File: src/rtl/rs_issue_scheduler_pkg.sv
// Shared definitions for the arithmetic reservation-station issue scheduler.
//   RS_ENTRIES / RS_IDX_W : default slot count and index width
//   onehot_to_idx         : encode a one-hot slot vector to its index
//   lowest_set            : priority encoder (lowest set bit), shared by alloc and RS
package rs_issue_scheduler_pkg;

  localparam int unsigned RS_ENTRIES     = 8;
  localparam int unsigned RS_IDX_W       = 3;
  localparam int unsigned RS_MAX_ENTRIES = 16;

  typedef logic [RS_MAX_ENTRIES-1:0] rs_vec_t;
  typedef logic [3:0]                rs_max_idx_t;

  // Where this cycle's oldest (A) / second-oldest (B) picks are sent.
  typedef enum logic [1:0] {
    ROUTE_NONE,
    ROUTE_A_ALU1,
    ROUTE_A_ALU2,
    ROUTE_DUAL
  } route_e;

  function automatic rs_max_idx_t onehot_to_idx(input rs_vec_t oh);
    rs_max_idx_t idx;
    idx = '0;
    for (int unsigned i = 0; i < RS_MAX_ENTRIES; i++) begin
      if (oh[i]) idx = idx | rs_max_idx_t'(i);
    end
    return idx;
  endfunction

  // Returns 0 when no bit is set.
  function automatic rs_max_idx_t lowest_set(input rs_vec_t vec);
    rs_max_idx_t idx;
    logic        found;
    idx   = '0;
    found = 1'b0;
    for (int unsigned i = 0; i < RS_MAX_ENTRIES; i++) begin
      if (vec[i] && !found) begin
        idx   = rs_max_idx_t'(i);
        found = 1'b1;
      end
    end
    return idx;
  endfunction

endpackage

File: src/rtl/rs_issue_scheduler_oldest_select.sv
// Combinational oldest-candidate selector.
//   cand   : candidate slots
//   older  : age matrix, older[j][i]=1 => slot j allocated before slot i
//   onehot : the single candidate no other candidate is older than
//   any    : at least one candidate present
module rs_issue_scheduler_oldest_select
  import rs_issue_scheduler_pkg::*;
#(
  parameter int unsigned NUM_ENTRIES = RS_ENTRIES
) (
  input  logic [NUM_ENTRIES-1:0]                  cand,
  input  logic [NUM_ENTRIES-1:0][NUM_ENTRIES-1:0] older,
  output logic [NUM_ENTRIES-1:0]                  onehot,
  output logic                                    any
);

  logic [NUM_ENTRIES-1:0] beaten;

  always_comb begin
    beaten = '0;
    onehot = '0;
    for (int unsigned i = 0; i < NUM_ENTRIES; i++) begin
      for (int unsigned j = 0; j < NUM_ENTRIES; j++) begin
        if (j != i && cand[j] && older[j][i]) beaten[i] = 1'b1;
      end
      onehot[i] = cand[i] & ~beaten[i];
    end
    any = |onehot;
  end

endmodule

File: src/rtl/rs_issue_scheduler.sv
// RS slot allocator and dual-issue selector.
//   flush                 : synchronous clear of slots and grants (beats alloc/issue)
//   alloc_req/idx/ok,full : lowest free slot handed to rename when not full
//   entry_ready           : per-slot operands-available from RS
//   alu1_en/alu2_en       : ALU acceptance for next cycle
//   issue{1,2}_valid/idx  : registered grants of the two oldest ready slots
//   valid_vec             : slot occupancy
module rs_issue_scheduler
  import rs_issue_scheduler_pkg::*;
#(
  parameter int unsigned NUM_ENTRIES = RS_ENTRIES,
  parameter int unsigned IDX_W       = RS_IDX_W
) (
  input  logic                   clk,
  input  logic                   rst,
  input  logic                   flush,
  input  logic                   alloc_req,
  output logic [IDX_W-1:0]       alloc_idx,
  output logic                   alloc_ok,
  output logic                   full,
  input  logic [NUM_ENTRIES-1:0] entry_ready,
  input  logic                   alu1_en,
  input  logic                   alu2_en,
  output logic                   issue1_valid,
  output logic [IDX_W-1:0]       issue1_idx,
  output logic                   issue2_valid,
  output logic [IDX_W-1:0]       issue2_idx,
  output logic [NUM_ENTRIES-1:0] valid_vec
);

  typedef logic [NUM_ENTRIES-1:0] vec_t;

  vec_t                                  valid_q, valid_d;
  logic [NUM_ENTRIES-1:0][NUM_ENTRIES-1:0] older_q, older_d;
  logic                                  issue1_valid_q, issue1_valid_d;
  logic                                  issue2_valid_q, issue2_valid_d;
  logic [IDX_W-1:0]                      issue1_idx_q, issue1_idx_d;
  logic [IDX_W-1:0]                      issue2_idx_q, issue2_idx_d;

  vec_t             free_vec, alloc_oh, cand, cand_b, pick_a, pick_b, issue_mask;
  logic             any_a, any_b;
  logic [IDX_W-1:0] idx_a, idx_b;
  route_e           route;

  assign cand   = valid_q & entry_ready;
  assign cand_b = cand & ~pick_a;

  rs_issue_scheduler_oldest_select #(.NUM_ENTRIES(NUM_ENTRIES)) u_sel_a (
    .cand   (cand),
    .older  (older_q),
    .onehot (pick_a),
    .any    (any_a)
  );

  rs_issue_scheduler_oldest_select #(.NUM_ENTRIES(NUM_ENTRIES)) u_sel_b (
    .cand   (cand_b),
    .older  (older_q),
    .onehot (pick_b),
    .any    (any_b)
  );

  always_comb begin
    free_vec  = ~valid_q;
    full      = &valid_q;
    alloc_idx = IDX_W'(lowest_set(rs_vec_t'(free_vec)));
    alloc_ok  = alloc_req & ~full;
    alloc_oh  = alloc_ok ? (vec_t'(1) << alloc_idx) : '0;
    idx_a     = IDX_W'(onehot_to_idx(rs_vec_t'(pick_a)));
    idx_b     = IDX_W'(onehot_to_idx(rs_vec_t'(pick_b)));

    if (!any_a)                 route = ROUTE_NONE;
    else if (alu1_en && alu2_en) route = ROUTE_DUAL;
    else if (alu1_en)           route = ROUTE_A_ALU1;
    else if (alu2_en)           route = ROUTE_A_ALU2;
    else                        route = ROUTE_NONE;

    issue1_valid_d = 1'b0;
    issue1_idx_d   = '0;
    issue2_valid_d = 1'b0;
    issue2_idx_d   = '0;
    issue_mask     = '0;
    case (route)
      ROUTE_DUAL: begin
        issue1_valid_d = 1'b1;
        issue1_idx_d   = idx_a;
        issue2_valid_d = any_b;
        issue2_idx_d   = any_b ? idx_b : '0;
        issue_mask     = pick_a | pick_b;
      end
      ROUTE_A_ALU1: begin
        issue1_valid_d = 1'b1;
        issue1_idx_d   = idx_a;
        issue_mask     = pick_a;
      end
      ROUTE_A_ALU2: begin
        issue2_valid_d = 1'b1;
        issue2_idx_d   = idx_a;
        issue_mask     = pick_a;
      end
      default: ;
    endcase

    // alloc_idx is always a pre-edge free slot, so it never collides with issue_mask.
    valid_d = (valid_q & ~issue_mask) | alloc_oh;

    // New slot is younger than every pre-edge valid slot, including ones issuing
    // this cycle; the column write also clears the diagonal since the slot was free.
    older_d = older_q;
    if (alloc_ok) begin
      older_d[alloc_idx] = '0;
      for (int unsigned j = 0; j < NUM_ENTRIES; j++) begin
        older_d[j][alloc_idx] = valid_q[j];
      end
    end

    if (flush) begin
      valid_d        = '0;
      older_d        = '0;
      issue1_valid_d = 1'b0;
      issue1_idx_d   = '0;
      issue2_valid_d = 1'b0;
      issue2_idx_d   = '0;
    end
  end

  always_ff @(posedge clk or posedge rst) begin
    if (rst) begin
      valid_q        <= '0;
      older_q        <= '0;
      issue1_valid_q <= 1'b0;
      issue1_idx_q   <= '0;
      issue2_valid_q <= 1'b0;
      issue2_idx_q   <= '0;
    end else begin
      valid_q        <= valid_d;
      older_q        <= older_d;
      issue1_valid_q <= issue1_valid_d;
      issue1_idx_q   <= issue1_idx_d;
      issue2_valid_q <= issue2_valid_d;
      issue2_idx_q   <= issue2_idx_d;
    end
  end

  assign valid_vec    = valid_q;
  assign issue1_valid = issue1_valid_q;
  assign issue1_idx   = issue1_idx_q;
  assign issue2_valid = issue2_valid_q;
  assign issue2_idx   = issue2_idx_q;

endmodule

File: config.mk
export PLATFORM = sky130hd
export DESIGN_NAME = rs_issue_scheduler
export DESIGN_NICKNAME = d
export VERILOG_FILES = /design/src/rtl/rs_issue_scheduler_pkg.sv /design/src/rtl/rs_issue_scheduler_oldest_select.sv /design/src/rtl/rs_issue_scheduler.sv
export SDC_FILE = /design/constraint.sdc
export NUM_CORES = 1
export LEC_CHECK = 0
export CORE_AREA = 2 2 87 89
export DETAILED_ROUTE_END_ITERATION = 12
export DIE_AREA = 0 0 89 91
export PLACE_DENSITY_LB_ADDON = 0.05
export SLEW_MARGIN = 20
export SYNTH_ARGS = -nofsm -noshare
export SYNTH_HDL_FRONTEND = slang
export SYNTH_SLANG_ARGS = --single-unit
File: constraint.sdc
create_clock -name clk -period 5.2 [get_ports clk]
set_input_delay 0.78 -clock clk [delete_from_list [all_inputs] [get_ports clk]]
set_output_delay 0.78 -clock clk [all_outputs]
set_load 0.02 [all_outputs]
==> results.ini, run 1 <==
[critical_path]
r2r_slack_ps = 1280
arrival_ps = 4500
start_kind = input pin
cp_max_fo = 8
crit_type = input pin to register
worstSetupEndpointType = register
cp_data_required_time_ps = 5460

[drt]
vias = 4480
routed_wl_mm = 15.1
route.detailed.drc = 0
via_per_inst = 7.04
drtAntennaViolNets = 0
drt_iter0_markers = 526
avgRoutedWirePerCell_um = 23.8
drtPass1Iterations = 5

[timing]
setup_viol = 0
timing.final.crit_period_ps = 4240
worstMarginPinSlew_ps = 1110
fmax_mhz = 236
period_share = 0.815
rsz0062_at_grt = false
max_slew_margin = 0.241
drv_slew = 0
clock_skew_ps = 13.3
finalSetupTns_ps = 0
hold_viol = 0

[grt]
overflow = 0
grt_pass1_vias = 4263
grt.met2_usage = 0.562
antenna_found_initial = 0
grt.busiest_layer = met2
grt_util_met1 = 0.550
grt_max_degree = 73
gr-usage-met3 = 0.105
grt_pass1_wl_mm = 23.6
grt_use_total = 0.393

[synthesis]
synth.distinct_cells = 49
yosys.area_share.simple = 0.238
synth_nets = 524
synth_edf_count = 0
synth_adder_area_share = 0.00898
synth_top_family_by_area = compound AO/OA/AOI/OAI gates
seq_area_frac_synth = 0.431
synth.avg_cell_area_um2 = 8.25
yosysWarnings = 0
synth_mux_area_frac = 0
ys_seq_elements = 72
syn_inst = 507
synth_compound_area_frac = 0.275
synthFlopType = dfrtp_1
synth_area_um2 = 4180
async_reset_ff_frac = 1.00
synth_xor_area_frac = 0

[clock_network]
cts_tree = done
clk_pin_slew_ps = 70
cts_root_buffer = clkbuf_8
cts_resized = 0
post-cts-setup-buffers = 0
clk_path_buf_depth = 2
numClockSinks = 72
cts_hold_buf = 0
cts_buffers = 9
htree_levels = 3
insertion_delay_ps = 360

[finish]
layout_common_cells = dfrtp_1 (72), nand3_1 (62), nor2_1 (55)
fin_nets = 549
fillers = 643
drive_gt1_frac = 0.0745
area_delta_synth_final_pct = 14.6
final_common_cell = dfrtp_1
n_antenna_cell = 0

[place]
place_congestion = 1.07
io_buffer_count = 34
hpwlAfterDp_mm = 10.6

[die]
dieHeight_um = 91
fp.dieArea_um2 = 8100
die_x_um = 89
core_area_um2 = 7140
start_util = 0.586
fp-row-count = 31
ios = 35

[pwr]
power_density_nw_per_um2 = 234
totalPowerFinal_mw = 1.12
ir_drop_mv = 0.207
leakagePower_nw = 2.01

[worst_hold_path]
hold_path_class = register to register

[flow_run]
drv_cap = 0

[status]
outcome = finished clean

==> critical path, cell delays in order <==
cell	delay [ps]
clkdlybuf4s50_1	620
nand2_1	180
o2111ai_1	490
nor3_1	100
or4b_2	720
nand4b_1	220
nand2_1	230
inv_1	80
ha_1	240
inv_1	90
a21o_1	240
o21ai_0	110
a21o_1	210
a21oi_1	180
==> through the flow <==
stage	cell area (µm²)	std cells	util	worst slack, ps	hold slack, ps
after floorplan	4180	507	-	1670	479
after global placement	4600	620	0.644	849	501
after detailed placement	4600	620	0.644	716	504
after CTS	4790	636	0.672	1060	525
after global routing	4790	636	0.672	729	549
final	4790	636	0.672	964	524
==> layout make-up <==
class / instances / area [µm²] / area share
inverter: 15 / 56.3 / 0.0117
tap: 99 / 124 / 0.0258
multi-input combinational: 387 / 2180 / 0.455
clock buffer: 11 / 141 / 0.0295
clock inverter: 5 / 56.3 / 0.0117
timing repair buffer: 47 / 433 / 0.0903
sequential: 72 / 1800 / 0.376
==> power by group <==
| part | switching, mW | internal (mW) | leakage [nW] |
|---|---|---|---|
| registers | 0.0101 | 0.563 | 1.00 |
| clock network | 0.218 | 0.234 | 0.0993 |
| logic | 0.0685 | 0.0283 | 0.903 |
==> path summary, 6_finish.rpt <==
check,to,cells after the start,from
max,valid_vec[5]$_DFF_PP0_,14,entry_ready[2]
min,older_q[19]$_DFFE_PP0P_,2,older_q[19]$_DFFE_PP0P_
min reg2reg,older_q[19]$_DFFE_PP0P_,2,older_q[19]$_DFFE_PP0P_
min in group asynchronous,older_q[62]$_DFFE_PP0P_,2,rst
max in group asynchronous,older_q[3]$_DFFE_PP0P_,3,rst
max reg2reg,valid_vec[5]$_DFF_PP0_,13,valid_vec[1]$_DFF_PP0_
==> state kept, by name, summed over array words and instances, names as in the netlist <==
signal	count
issue2_idx	3
valid_vec	8
issue1_valid	1
older_q	56
issue1_idx	3
issue2_valid	1
==> cell families (layout without fill, tap and decap cells) <==
group	Yosys count	after routing
adder cells (fa/ha/maj)	3	3
AND/OR/NAND/NOR	210	210
buffers and inverters	48	78
AO/OA/AOI/OAI	174	174
flip-flops	72	72
==> cells in the mapped netlist, types with 2 or more instances <==
cell type / n / area (µm²)
a22oi_1: 12 / 90.1
and2_1: 4 / 25.0
nor3b_1: 3 / 22.5
a21o_1: 8 / 60.1
a211oi_1: 4 / 30.0
a2111oi_0: 3 / 26.3
nand2_1: 45 / 169
o21bai_1: 10 / 75.1
a221oi_1: 2 / 17.5
o2111ai_1: 5 / 43.8
nor2b_1: 2 / 12.5
o22ai_1: 12 / 75.1
a211o_1: 2 / 17.5
o21ba_2: 6 / 60.1
a21oi_1: 53 / 265
o21ai_0: 36 / 180
nor3_1: 14 / 70.1
nand4b_1: 2 / 17.5
nand4_1: 9 / 56.3
inv_1: 15 / 56.3
dfrtp_1: 72 / 1800
and3_1: 5 / 31.3
nor4_1: 2 / 12.5
a2111o_1: 4 / 45.0
buf_2: 6 / 30.0
o41ai_1: 3 / 26.3
clkbuf_1: 24 / 90.1
o21a_1: 3 / 22.5
o211ai_1: 4 / 30.0
nand3_1: 62 / 310
ha_1: 3 / 37.5
nor2_1: 55 / 206
==> metal layers <==
metal	wire [µm]	vias up
li1	-	1914
met1	5960	2147
met2	6800	342
met3	1620	77
met4	733	0
met5	0	-
Note: power is estimated with default switching activity, not from simulation.
==> inputs of run 2 (changes only) <==
--- a/config.mk
+++ b/config.mk
@@ -5,9 +5,9 @@
 export SDC_FILE = /design/constraint.sdc
 export NUM_CORES = 1
 export LEC_CHECK = 0
-export CORE_AREA = 2 2 87 89
+export CORE_AREA = 2 2 92 94
 export DETAILED_ROUTE_END_ITERATION = 12
-export DIE_AREA = 0 0 89 91
+export DIE_AREA = 0 0 94 96
 export PLACE_DENSITY_LB_ADDON = 0.05
 export SLEW_MARGIN = 20
 export SYNTH_ARGS = -nofsm -noshare
==> constraint.sdc (replaced) <==
create_clock -name clk -period 3.84 [get_ports clk]
set_input_delay 0.576 -clock clk [delete_from_list [all_inputs] [get_ports clk]]
set_output_delay 0.576 -clock clk [all_outputs]
set_load 0.02 [all_outputs]
==> run 2 against run 1 <==
Final area is 7.0% higher. Sequential power is 34% higher. Global-route usage is 1.9 points lower. Critical path depth is 1 lower. Sequential share of layout area is 2.5 points lower. Critical path type unchanged. Largest cell class unchanged. Largest power group unchanged.
==> results.ini, run 2 (synthesis results as in run 1) <==
[timing]
max_slew_margin = 0.417  ; +0.176
setup_viol = 0  ; unchanged
clock_skew_ps = 7.08  ; -6.24 ps
worstMarginPinSlew_ps = 868  ; -241 ps
finalSetupTns_ps = 0  ; unchanged
whs_ps = 522  ; -2.62 ps
period_share = 0.939
drv_slew = 0  ; unchanged
timing.final.crit_period_ps = 3610
hold_viol = 0  ; unchanged
rsz0062_at_grt = false
fmax_mhz = 277

[drt]
drtAntennaViolNets = 0  ; unchanged
route.detailed.drc = 0  ; unchanged
routed_wl_mm = 16.2  ; +7.4%
vias = 4685  ; +4.6%
avgRoutedWirePerCell_um = 23.8  ; +0.33%
drt_iter0_markers = 470  ; -11%
drtPass1Iterations = 8  ; +3
via_per_inst = 6.88  ; -2.3%

[grt]
grt_use_total = 0.374  ; -0.0185
antenna_found_initial = 0  ; unchanged
grt_pass1_vias = 4391  ; +3.0%
grt_max_degree = 47  ; -36%
grt_pass1_wl_mm = 24.8  ; +4.9%
overflow = 0  ; unchanged

[critical_path]
cp_data_required_time_ps = 4100  ; -1360 ps
crit_chain = clkdlybuf4s50_1, nand3_1, nand4_1, or3_1, or4b_2, nand4b_1, and2_1, ha_1, inv_1, a21o_1, nor4_1, a211o_1, a21oi_1
start_kind = input pin
cp_max_fo = 8  ; unchanged
r2r_slack_ps = 480  ; -800 ps
crit_type = input pin to register
reg2reg_depth = 12  ; -1
r2r_start = valid_vec[4]$_DFF_PP0_
crit_slowest_cell = clkdlybuf4s50_1
rr_endpoint = valid_vec[2]$_DFF_PP0_
critPathMaxStageDelay_ps = 650  ; -70 ps
worstSetupEndpointType = register
arrival_ps = 3870  ; -630 ps

[clock_network]
cts_resized = 0  ; unchanged
insertion_delay_ps = 350  ; about the same
cts_root_buffer = clkbuf_8
cts_tree = done
post-cts-setup-buffers = 0  ; unchanged
clk_pin_slew_ps = 80  ; about the same
numClockSinks = 72  ; unchanged
htree_levels = 3  ; unchanged
clk_path_buf_depth = 2  ; unchanged
cts_buffers = 9  ; unchanged
cts_hold_buf = 0  ; unchanged

[finish]
n_antenna_cell = 0  ; unchanged
largest_reg_flops = 56  ; unchanged
layout_common_cells = dfrtp_1 (72), nand3_1 (62), nor2_1 (55)
final-instance-count-excl-fill = 681  ; +7.1%
final_common_cell = dfrtp_1
drive_gt1_frac = 0.139  ; +0.0644
multiInputGateArea_um2 = 2180  ; unchanged
final-seq-area_um2 = 1800  ; unchanged
area_delta_synth_final_pct = 22.7
fin_nets = 590  ; +7.5%
top_register = older_q
fillers = 727  ; +13%

[worst_hold_path]
hold_path_class = register to register
hold_path_startpoint = older_q[11]$_DFFE_PP0P_
hold_end = older_q[11]$_DFFE_PP0P_
hold_depth = 2  ; unchanged

[place]
hpwlAfterDp_mm = 12.1  ; +14%
place_congestion = 1.09  ; +2.0%
io_buffer_count = 34  ; unchanged
place_inst = 667  ; +7.6%

[die]
dieHeight_um = 96  ; +5.5%
fp.dieArea_um2 = 9020  ; +11%
die_x_um = 94  ; +5.6%
core_area_um2 = 8050  ; +13%
fp-row-count = 33  ; +6.5%
ios = 35  ; unchanged
start_util = 0.519  ; -0.0666

[pwr]
power_density_nw_per_um2 = 308  ; +32%
ir_drop_mv = 0.205  ; -0.76%
leakagePower_nw = 2.22  ; +10%

[flow_run]
drv_cap = 0  ; unchanged

[status]
outcome = finished clean

[run 2: changes by cell type in the layout (fill, tap and decap cells not counted)]
cell	before	now
clkbuf_1	1	0
buf_4	13	53
clkbuf_8	10	9
buf_12	0	1
clkinv_2	2	0
bufinv_16	1	2
clkinvlp_4	1	2
[run 2: worst max path at each step]
stage / end / cells past startpoint / slack [ps] / from
5_1_grt: valid_vec[2]$_DFF_PP0_ / 13 / 90 / entry_ready[4]
3_3_place_gp: valid_vec[2]$_DFF_PP0_ / 13 / -20 / entry_ready[4]
3_5_place_dp: valid_vec[2]$_DFF_PP0_ / 13 / -30 / entry_ready[4]
4_1_cts: valid_vec[2]$_DFF_PP0_ / 13 / 330 / entry_ready[4]
6_report: valid_vec[2]$_DFF_PP0_ / 13 / 230 / entry_ready[4]
2_1_floorplan: valid_vec[2]$_DFF_PP0_ / 15 / 510 / entry_ready[4]
[run 2: final cells by class]
class / count / share of cell area
multi-input combinational: 387 / 0.425
sequential: 72 / 0.351
timing repair buffer: 88 / 0.147
tap: 105 / 0.0256
clock buffer: 9 / 0.0241
clock inverter: 5 / 0.0163
inverter: 15 / 0.0110
[run 2: per-layer routing]
metal  wire [µm]  up-vias  GRT usage
met3        1880       95     0.0705
met2        7060      394      0.582
met4         945        0      0.190
li1            -     1998          -
met5           0        -          0
met1        6340     2198      0.502
[run 2: metrics by stage]
step | instance area, µm² | utilization | total power [mW] | setup WS, ps
CTS | 5130 | 0.637 | 1.58 | 327
global placement | 4920 | 0.612 | 0.934 | -23.0
global route | 5130 | 0.637 | 1.63 | 85.3
floorplan | 4180 | - | 0.864 | 509
finish | 5130 | 0.637 | 1.58 | 235
detailed placement | 4920 | 0.612 | 0.935 | -30.5
[run 2: report_power, final]
part           internal [mW]  leakage, nW  switching [mW]
registers              0.762         1.00         0.00622
logic                 0.0505         1.11           0.107
clock network          0.360       0.0974           0.294
total                   1.17         2.22           0.408
[run 2: critical path: cells and delay by family]
| family | cells | cell delay, ps |
|---|---|---|
| compound gates | 3 | 670 |
| fa+ha+maj | 1 | 220 |
| buf+inv | 2 | 730 |
| simple gates | 7 | 1670 |
==> inputs of run 3 (changes only) <==
--- a/config.mk
+++ b/config.mk
@@ -13,3 +13,4 @@
 export SYNTH_ARGS = -nofsm -noshare
 export SYNTH_HDL_FRONTEND = slang
 export SYNTH_SLANG_ARGS = --single-unit
+export TNS_END_PERCENT = 50
==> results of run 3 <==
No change in the layout: final DEF, timing and power equal those of run 2.
